[config.mk]
export PLATFORM = sky130hd
export DESIGN_NAME = norm_shift
export DESIGN_NICKNAME = d
export VERILOG_FILES = /design/src/rtl/norm_shift_pkg.sv /design/src/rtl/norm_shift_clz.sv /design/src/rtl/norm_shift.sv
export SDC_FILE = /design/constraint.sdc
export NUM_CORES = 1
export LEC_CHECK = 0
export CORE_MARGIN = 5
export CORE_UTILIZATION = 40
export DETAILED_ROUTE_END_ITERATION = 6
export PLACE_DENSITY = 0.65
export SETUP_SLACK_MARGIN = 0.3
export SLEW_MARGIN = 5
export SYNTH_ARGS = -nofsm -noshare
export SYNTH_HDL_FRONTEND = slang
export SYNTH_HIERARCHICAL = 1
export SYNTH_SLANG_ARGS = --single-unit
[constraint.sdc]
create_clock -name clk -period 1.7 [get_ports clk]
set_clock_uncertainty 0.1 [all_clocks]
set_input_delay 0.34 -clock clk [delete_from_list [all_inputs] [get_ports clk]]
set_output_delay 0.34 -clock clk [all_outputs]
set_load 0.02 [all_outputs]
[src/rtl/norm_shift_pkg.sv]
// norm_shift_pkg: shared default widths and log2 helper for the normalizer
package norm_shift_pkg;

    localparam int NS_BITS_IN = 16;

    function automatic int ns_log2(input int v);
        int r = 0;
        while ((1 << r) < v) r++;
        return r;
    endfunction

    localparam int NS_BITS_OUT = ns_log2(NS_BITS_IN);

endpackage

[src/rtl/norm_shift_clz.sv]
// norm_shift_clz: combinational count-leading-zeros; all-zero word gives all-ones count and vout=0
module norm_shift_clz
    import norm_shift_pkg::*;
#(
    parameter int W  = NS_BITS_IN,
    parameter int CW = NS_BITS_OUT
) (
    input  logic [W-1:0]  b,
    output logic [CW-1:0] pout,
    output logic          vout
);

    // scan upward so the highest set bit writes the final count
    always_comb begin
        pout = '1;
        vout = |b;
        for (int i = 0; i < W; i++)
            if (b[i]) pout = CW'(W - 1 - i);
    end

endmodule

[src/rtl/norm_shift.sv]
// norm_shift: two-stage valid/ready normalizer (clz in S1, barrel shift in S2)
module norm_shift
    import norm_shift_pkg::*;
#(
    parameter int BITS_IN  = NS_BITS_IN,
    parameter int BITS_OUT = ns_log2(BITS_IN)
) (
    input  logic                clk,
    input  logic                rst,
    input  logic                in_valid,
    output logic                in_ready,
    input  logic [BITS_IN-1:0]  in_data,
    output logic                out_valid,
    input  logic                out_ready,
    output logic [BITS_IN-1:0]  out_mant,
    output logic [BITS_OUT-1:0] out_shift,
    output logic                out_zero
);

    logic                s1_valid;
    logic [BITS_IN-1:0]  s1_data;
    logic [BITS_OUT-1:0] s1_cnt;
    logic                s1_nz;
    logic [BITS_OUT-1:0] clz_cnt;
    logic                clz_nz;
    logic                s2_adv;
    logic [BITS_IN-1:0]  lvl [BITS_OUT+1];

    assign s2_adv   = !out_valid || out_ready;
    assign in_ready = !s1_valid || s2_adv;

    norm_shift_clz #(.W(BITS_IN), .CW(BITS_OUT)) u_clz (
        .b    (in_data),
        .pout (clz_cnt),
        .vout (clz_nz)
    );

    // S1 occupancy: refill whenever the stage can hand its word on
    always_ff @(posedge clk or posedge rst) begin
        if (rst)
            s1_valid <= 1'b0;
        else if (in_ready)
            s1_valid <= in_valid;
    end

    // S1 payload: only loaded on an input transfer, never reset
    always_ff @(posedge clk) begin
        if (in_valid && in_ready) begin
            s1_data <= in_data;
            s1_cnt  <= clz_cnt;
            s1_nz   <= clz_nz;
        end
    end

    // zero words bypass the shift so the mantissa stays all zeros
    assign lvl[0] = s1_nz ? s1_data : '0;

    for (genvar k = 0; k < BITS_OUT; k++) begin : g_shift
        assign lvl[k+1] = s1_cnt[k] ? lvl[k] << (2 ** k) : lvl[k];
    end

    // S2 output register: holds steady while downstream stalls
    always_ff @(posedge clk or posedge rst) begin
        if (rst) begin
            out_valid <= 1'b0;
            out_mant  <= '0;
            out_shift <= '0;
            out_zero  <= 1'b0;
        end else if (s2_adv) begin
            out_valid <= s1_valid;
            if (s1_valid) begin
                out_mant  <= lvl[BITS_OUT];
                out_shift <= s1_cnt;
                out_zero  <= !s1_nz;
            end
        end
    end

endmodule

Word level (Yosys, flattened, before mapping):

Index checks and enable logic that the tools add are counted.

* logic and storage cells: 41
* bits in registers: 44
* input port bits: 20

* reductions and logical operators: 11
* muxes and demuxes: 19

Operators by type and width (count)
* $mux W16: 5
* $mux W3: 8
* $reduce_or A16 Y1: 1
* $mux W2: 4
* $reduce_or A8 Y1: 1
* $reduce_or A4 Y1: 1
* $logic_not A1 Y1: 3
* $logic_or A1 B1 Y1: 2
* $mux W1: 2
* $reduce_and A2 Y1: 1
* $reduce_or A2 Y1: 1
* $logic_and A1 B1 Y1: 1

Longest topological paths before layout:

Gate-level depths: netlist of the first run.

* depth after elaboration: 14
* depth in mapped cells: 6
* depth with buffers taken out: 4

By module:

The synthesis of the first run kept the hierarchy.

Modules (own cells, without submodules)
* norm_shift: area an instance 2212.1 µm², cells an instance 185, times used 1
* norm_shift_clz: area an instance 168.9 µm², cells an instance 27, times used 1

Worst setup path after synthesis of the first run:

Ideal clock, no wire load.

* kind: reg-to-reg
* start: register out_valid
* end: register s1_cnt[0], enable pin
* path slack: -199 ps
* setup time: 379 ps
* arrival time: 1420 ps
* stages on the path, launching flop included: 4
* cells stage by stage: dfrtp_1 -> nor2b_1 -> nand2_1 -> and2_1

* word-level cells in the longest chain between the ends: 4

Ends and longest elaborated chain
* start, declared: line norm_shift.sv:13 `output logic out_valid,`
* start signal, assigned: line norm_shift.sv:70 `out_valid <= s1_valid;`
* $logic_not A1 Y1: line norm_shift.sv:29 `assign s2_adv = !out_valid || out_ready;`
* $logic_or A1 B1 Y1: line norm_shift.sv:29
* $logic_or A1 B1 Y1: line norm_shift.sv:30 `assign in_ready = !s1_valid || s2_adv;`
* net in_ready: line norm_shift.sv:11 `output logic in_ready,`
* $logic_and A1 B1 Y1: line norm_shift.sv:48 `if (in_valid && in_ready) begin`
* end signal, assigned: line norm_shift.sv:50 `s1_cnt <= clz_cnt;`
* end, declared: line norm_shift.sv:22 `logic [BITS_OUT-1:0] s1_cnt;`

The timed path passes the listed nets, and every way through them passes these cells.
A chain may end at the register's enable or synchronous reset.

Final worst setup path of the first run:

* start: register s1_cnt[0]
* end: register out_mant[15]

* word-level cells in the longest chain between the ends: 4

Ends and longest elaborated chain
* $mux W16 (4 in series): line norm_shift.sv:59 `assign lvl[k+1] = s1_cnt[k] ? lvl[k] << (2 ** k) : lvl[k];`
* end signal, assigned: line norm_shift.sv:72 `out_mant <= lvl[BITS_OUT];`
* end, declared: line norm_shift.sv:15 `output logic [BITS_IN-1:0] out_mant,`

Every way passes these cells.

==> results of run 1 <==
[flip-flops by register name, indices dropped and copies added (netlist names)]
name	count
s1_cnt	4
s1_nz	1
out_mant	16
out_shift	4
out_zero	1
s1_valid	1
s1_data	16
out_valid	1
[cells in the mapped netlist (3+ instances only)]
cell type and number:
buf_6 3, clkbuf_1 4, dfrtp_1 23, edfxtp_1 21, inv_1 4, mux2i_1 27, mux4_2 4, nand2_1 35
nand2b_1 5, nand3_1 5, nor2_1 11, nor2b_1 3, nor3_1 3, o211ai_1 5, o21ai_0 9, o221ai_1 7
o31ai_1 3, or3_1 3
[layout make-up]
cell class,instances,area [um^2],area share (%)
Clock buffer,6,82.6,2.44
Clock inverter,2,10.0,0.296
Inverter,5,18.8,0.556
Multi-Input combinational cell,152,1230,36.5
Sequential cell,44,1210,35.7
Tap cell,75,93.8,2.78
Timing Repair Buffer,93,733,21.7
[where the power goes]
part | switching, mW | internal, mW | total, mW
logic | 0.433 | 0.382 | 0.815
registers | 0.0808 | 1.24 | 1.32
clock network | 0.330 | 0.324 | 0.654
total | 0.844 | 1.95 | 2.79
[repair_timing]
action | 4_1_cts | 5_1_grt
pin swaps | 9 | 5
hold endpoints to repair | 0 | 0
gates cloned | 1 | 0
hold buffers | 0 | 0
endpoints found under the setup margin | 70 | 40
setup buffers | 10 | 2
resized for setup | 109 | 31
[worst max-delay path by stage]
stage	end	slack [ns]	cells past startpoint	from
final	out_mant[15]	0.06	6	s1_cnt[0]
after global routing	out_mant[9]	-0.005	5	s1_cnt[1]
after CTS	out_mant[15]	0.06	4	s1_cnt[2]
after detailed placement	in_ready	-0.34	4	out_ready
after global placement	in_ready	-0.31	4	out_ready
after floorplan	out_mant[15]	0.18	5	s1_cnt[1]
[metal layers]
metal / up-vias / GRT usage, %
met4: 0 / 4.46
met5: - / 0
met1: 937 / 18.4
met2: 56 / 27.1
li1: 985 / -
met3: 10 / 4.07
[cells by family (layout without fill, tap and decap cells)]
family                 Yosys count  after routing  synth area share [%]
buffers and inverters           16            106                  3.89
AND/OR/NAND/NOR                 78             78                  16.2
multiplexers                    33             33                  16.7
AO/OA/AOI/OAI                   41             41                  12.6
flip-flops                      44             44                  50.7
[stage by stage]
| stage | setup slack (ns) | std cells | util, % | hold slack [ns] |
|---|---|---|---|---|
| floorplan | 0.176 | 212 | - | 0.242 |
| global placement | -0.310 | 356 | 54.0 | 0.364 |
| detailed placement | -0.336 | 356 | 54.0 | 0.376 |
| CTS | 0.0635 | 375 | 58.6 | 0.297 |
| global route | -0.00522 | 377 | 57.7 | 0.311 |
| finish | 0.0553 | 377 | 57.7 | 0.285 |
[worst max-delay path, stage by stage (launching register included)]
cell and delay [ns]:
edfxtp_1 0.42, buf_6 0.15, buf_4 0.15, mux4_2 0.30, and3_1 0.18, mux2i_1 0.13
o211ai_1 0.10
==> reports/qor.yml, run 1 <==
outcome:
  status: "finished, final reports clean"
yosys:
  synthDistinctLibCells: 47
  synth-edff-count: 21
  synth_top_area_share_pct: 26.5
  synth_area_leader_cell: "edfxtp_1"
  yosys-top-cells-area: "edfxtp_1 (26%), dfrtp_1 (24%), mux2i_1 (11%)"
  seq_area_frac_synth_pct: 50.7
  async_flop_share_pct: 52.3
  synth-seq-cells: 44
  ys.flop_type: "dfrtp_1"
  syn-num-nets: 232
  syn_area_per_cell_um2: 11.2
  syn_area_um2: 2380
  yosysWarnings: 6
  synth_cells: 212
power:
  ir_worst_vdd_uv: 444
  total_power_mw: 2.79
  p_leak_nw: 1.46
  power_density_nw_per_um2: 826
die:
  core_area_um2: 5850
  die_x_um: 87.2
  dieArea_um2: 7600
  die_h_um: 87.2
  pin_count: 43
  initial_core_util_pct: 40.7
  fp-row-count: 28
finish:
  syn_to_final_growth_pct: 41.9
  final_cell_mix: "buf_4 (43), nand2_1 (32), mux2i_1 (22), dfrtp_1 (22), edfxtp_1 (21)"
  layout_commonest_cell: "buf_4"
  stdcell_area_um2: 3380
  fill_cells: 528
  diodes: 0
  drive_above_1_share_pct: 39.1
  nets: 321
route:
  top_layer: "met4"
  wirelength_um: 5630
  drc: 0
  num_vias: 1988
  wl_met3_um: 356
  ant_nets: 0
  met2_length_um: 2760
  viasPerCell: 5.27
  drt-initial-drc-count: 51
  firstDrtPassIters: 4
  wire_per_inst_um: 14.9
  drt-met1-wl_um: 2390
sta:
  drv_slew: 0
  relSlewSlack_pct: 75.1
  grt_setup_unrepaired: "yes"
  tightestPinTransition_ns: 0.363
  finalHoldViolations: 0
  period_needed_ns: 1.64
  fmax_mhz: 608
  setup_viol: 0
  final.period_utilization_pct: 96.7
  tns_ns: 0
worst_setup_path:
  end_kind: "register"
  cp_max_fo: 4
  crit_type: "register to register"
  rr_worst_depth: 6
  critPathLaunchType: "register"
  crit_required_ns: 1.77
  arrival_ns: 1.72
  reg2reg_to: "out_mant[15]"
  timing.rr.start: "s1_cnt[0]"
  r2r_setup_slack_ns: 0.06
clock_tree:
  tritoncts: "yes"
  htreeDepth: 2
  cts-buffers-inserted: 5
  root_buffer: "clkbuf_8"
  clk_pin_slew_ns: 0.08
  worstSkewPairLatency_ns: 0.29
  cts_sinks: 44
  clockBufferDepth: 2
grt:
  grt_pass1_wl_um: 9190
  grtUsageTotal_pct: 15.4
  antenna_found_initial: 0
  grt_max_degree: 24
  grt_pass1_vias: 1948
  grt-ovfl-total: 0
placement:
  routabilityCongestion: 0.842
  dp_hpwl_um: 4360
  postPlaceCellArea_um2: 3160
  portBuffers: 42
min_path:
  hold_path_class: "input pin to async pin"
run:
  maxCapViolCount: 0
(Power assumes the default switching activity.)
==> run 2: changes to the inputs <==
--- a/config.mk
+++ b/config.mk
@@ -10,8 +10,10 @@
 export DETAILED_ROUTE_END_ITERATION = 6
 export PLACE_DENSITY = 0.65
 export SETUP_SLACK_MARGIN = 0.3
+export SKIP_LAST_GASP = 1
 export SLEW_MARGIN = 5
 export SYNTH_ARGS = -nofsm -noshare
 export SYNTH_HDL_FRONTEND = slang
 export SYNTH_HIERARCHICAL = 1
 export SYNTH_SLANG_ARGS = --single-unit
+export TNS_END_PERCENT = 1
==> run 2 against run 1 <==
First-iteration DRC count is 110% higher. Sequential power hardly changed. Final cell count is 4.2% lower. Clock power is 20% higher. Die area stayed put. Largest power group unchanged.
==> reports/qor.yml, run 2 (synthesis gave the netlist of run 1 again) <==
grt:
  grt_pass1_vias: 1908  # -2.1%
  grt.met2_usage_pct: 24.7  # -2.3 points
  grt-ovfl-total: 0  # unchanged
  met3_usage_pct: 3.69  # -0.38 points
  antenna_found_initial: 0  # unchanged
  grt_max_degree: 24  # unchanged
  grt_pass1_wl_um: 8960  # -2.5%
  use_met1_pct: 19.5  # +1.2 points
  grtUsageTotal_pct: 15.1  # -0.22 points
  grt_busiest_layer: "met2"
worst_setup_path:
  critPathLaunchType: "register"
  crit_type: "register to register"
  cpLargestDelayFamily: "multiplexers"
  crit_chain: "buf_12 -> mux2i_1 -> mux4_2 -> o211ai_1"
  crit_required_ns: 1.81  # +0.04 ns
  cp_slowest_cell: "mux4_2"
  cp_max_fo: 8  # +4
  arrival_ns: 1.75  # +0.03 ns
  end_kind: "register"
  crit_buf_inv: 1  # -1
  slowest_delay_ns: 0.54  # +0.12 ns
clock_tree:
  clockBufferDepth: 2  # unchanged
  root_buffer: "clkbuf_8"
  htreeDepth: 2  # unchanged
  cts_sinks: 44  # unchanged
  cts-hold-fix-buffers: 0  # unchanged
  cts-buffers-inserted: 5  # unchanged
  clk_pin_slew_ns: 0.08  # about the same
  tritoncts: "yes"
  worstSkewPairLatency_ns: 0.30  # about the same
finish:
  drive_above_1_share_pct: 20.3  # -19 points
  fin_cells: 361  # -4.2%
  final_cell_mix: "nand2_1 (34), buf_4 (31), mux2i_1 (24), dfrtp_1 (23), dlygate4sd2_1 (22)"
  top_regs: "out_mant x16, s1_data x16"
  diodes: 0  # unchanged
  nets: 305  # -5.0%
  layout_commonest_cell: "nand2_1"
  syn_to_final_growth_pct: 35.5
sta:
  tns_ns: 0  # unchanged
  final.period_utilization_pct: 96.5  # -0.22 points
  setup_ws_ns: 0.0589  # +0.00366 ns
  grt_setup_unrepaired: "yes"
  tightestPinTransition_ns: 0.375  # +0.0126 ns
  finalHoldViolations: 0  # unchanged
  period_needed_ns: 1.64  # -0.00366 ns
  drv_slew: 0  # unchanged
  setup_viol: 0  # unchanged
  fmax_mhz: 609  # +0.22%
  relSlewSlack_pct: 74.7  # -0.38 points
route:
  viasPerCell: 5.34  # +1.2%
  drc: 0  # unchanged
  wirelength_um: 5280  # -6.2%
  wire_per_inst_um: 14.6  # -2.0%
  firstDrtPassIters: 4  # unchanged
  ant_nets: 0  # unchanged
  drt-initial-drc-count: 105  # +110%
  num_vias: 1927  # -3.1%
power:
  total_power_mw: 2.84  # +1.9%
  ir_worst_vdd_uv: 473  # +6.5%
  power_density_nw_per_um2: 881  # +6.7%
  p_leak_nw: 1.38  # -5.4%
die:
  initial_core_util_pct: 40.7  # unchanged
  fp-row-count: 28  # unchanged
  core_area_um2: 5850  # unchanged
  die_h_um: 87.2  # unchanged
  die_x_um: 87.2  # unchanged
  pin_count: 43  # unchanged
  dieArea_um2: 7600  # unchanged
placement:
  pre_cts_ws_ns: -0.280  # +0.0560 ns
  place_inst: 350  # -1.7%
  portBuffers: 42  # unchanged
  dp_hpwl_um: 4150  # -4.9%
  routabilityCongestion: 0.906  # +7.6%
outcome:
  status: "finished, final reports clean"
run:
  maxCapViolCount: 0  # unchanged
min_path:
  hold_path_class: "input pin to async pin"
==> run 2: what timing repair did <==
item / CTS / global route
pin swaps: 1 / 0
gates resized for setup: 27 / 6
setup buffers: 3 / 0
hold endpoints to repair: 0 / 0
endpoints found under the setup margin: 65 / 70
==> run 2: path summary, 6_finish.rpt <==
| path | slack (ns) | endpoint | cells after the start | start |
|---|---|---|---|---|
| setup / recovery | 0.06 | out_mant[15] | 4 | s1_cnt[2] |
| min in group clk | 0.37 | out_shift[1] | 2 | out_shift[1] |
| setup reg to reg | 0.06 | out_mant[15] | 4 | s1_cnt[2] |
| max in group asynchronous | 0.99 | out_zero | 3 | rst |
| hold reg to reg | 0.37 | out_shift[1] | 2 | out_shift[1] |
| hold / removal | 0.27 | out_shift[1] | 3 | rst |
==> run 2: layout make-up <==
class / count / area [um^2]
clock buffers: 6 / 72.6
clock inverters: 2 / 35.0
fillers: 550 / 2630
inverters: 5 / 18.8
multi-input cells: 152 / 1110
flip-flops and latches: 44 / 1210
well taps: 75 / 93.8
repair buffers: 77 / 692
==> run 2: metrics by stage <==
| stage | utilization, % | area, um^2 | hold WS [ns] |
|---|---|---|---|
| 4_1_cts | 54.8 | 3200 | 0.281 |
| 3_3_place_gp | 52.8 | 3090 | 0.361 |
| 5_1_grt | 55.1 | 3230 | 0.303 |
| 6_report | 55.1 | 3230 | 0.274 |
| 3_5_place_dp | 52.8 | 3090 | 0.366 |
| 2_1_floorplan | - | 2390 | 0.242 |
==> run 2: where the power goes <==
part | total [mW] | internal [mW] | switching (mW)
Combinational | 0.746 | 0.352 | 0.395
Clock | 0.786 | 0.436 | 0.350
Sequential | 1.31 | 1.24 | 0.0716
==> run 2: worst reg2reg max path: stages, from the launching register on <==
cell      delay [ns]
edfxtp_1        0.42
buf_12          0.16
mux2i_1         0.15
mux4_2          0.54
o211ai_1        0.18
==> run 2: routing by layer <==
layer | wire length (um) | vias up | share of wire (%)
met3 | 355 | 9 | 6.7
met1 | 2310 | 910 | 44
li1 | - | 953 | -
met4 | 92 | 0 | 1.7
met2 | 2520 | 55 | 48
met5 | 0 | - | 0
==> run 3: changes to the inputs <==
--- a/config.mk
+++ b/config.mk
@@ -7,6 +7,7 @@
 export LEC_CHECK = 0
 export CORE_MARGIN = 5
 export CORE_UTILIZATION = 40
+export CTS_CLUSTER_SIZE = 12
 export DETAILED_ROUTE_END_ITERATION = 6
 export PLACE_DENSITY = 0.65
 export SETUP_SLACK_MARGIN = 0.3
==> results of run 3 <==
The final DEF is identical to that of run 2; final timing and power are the same.
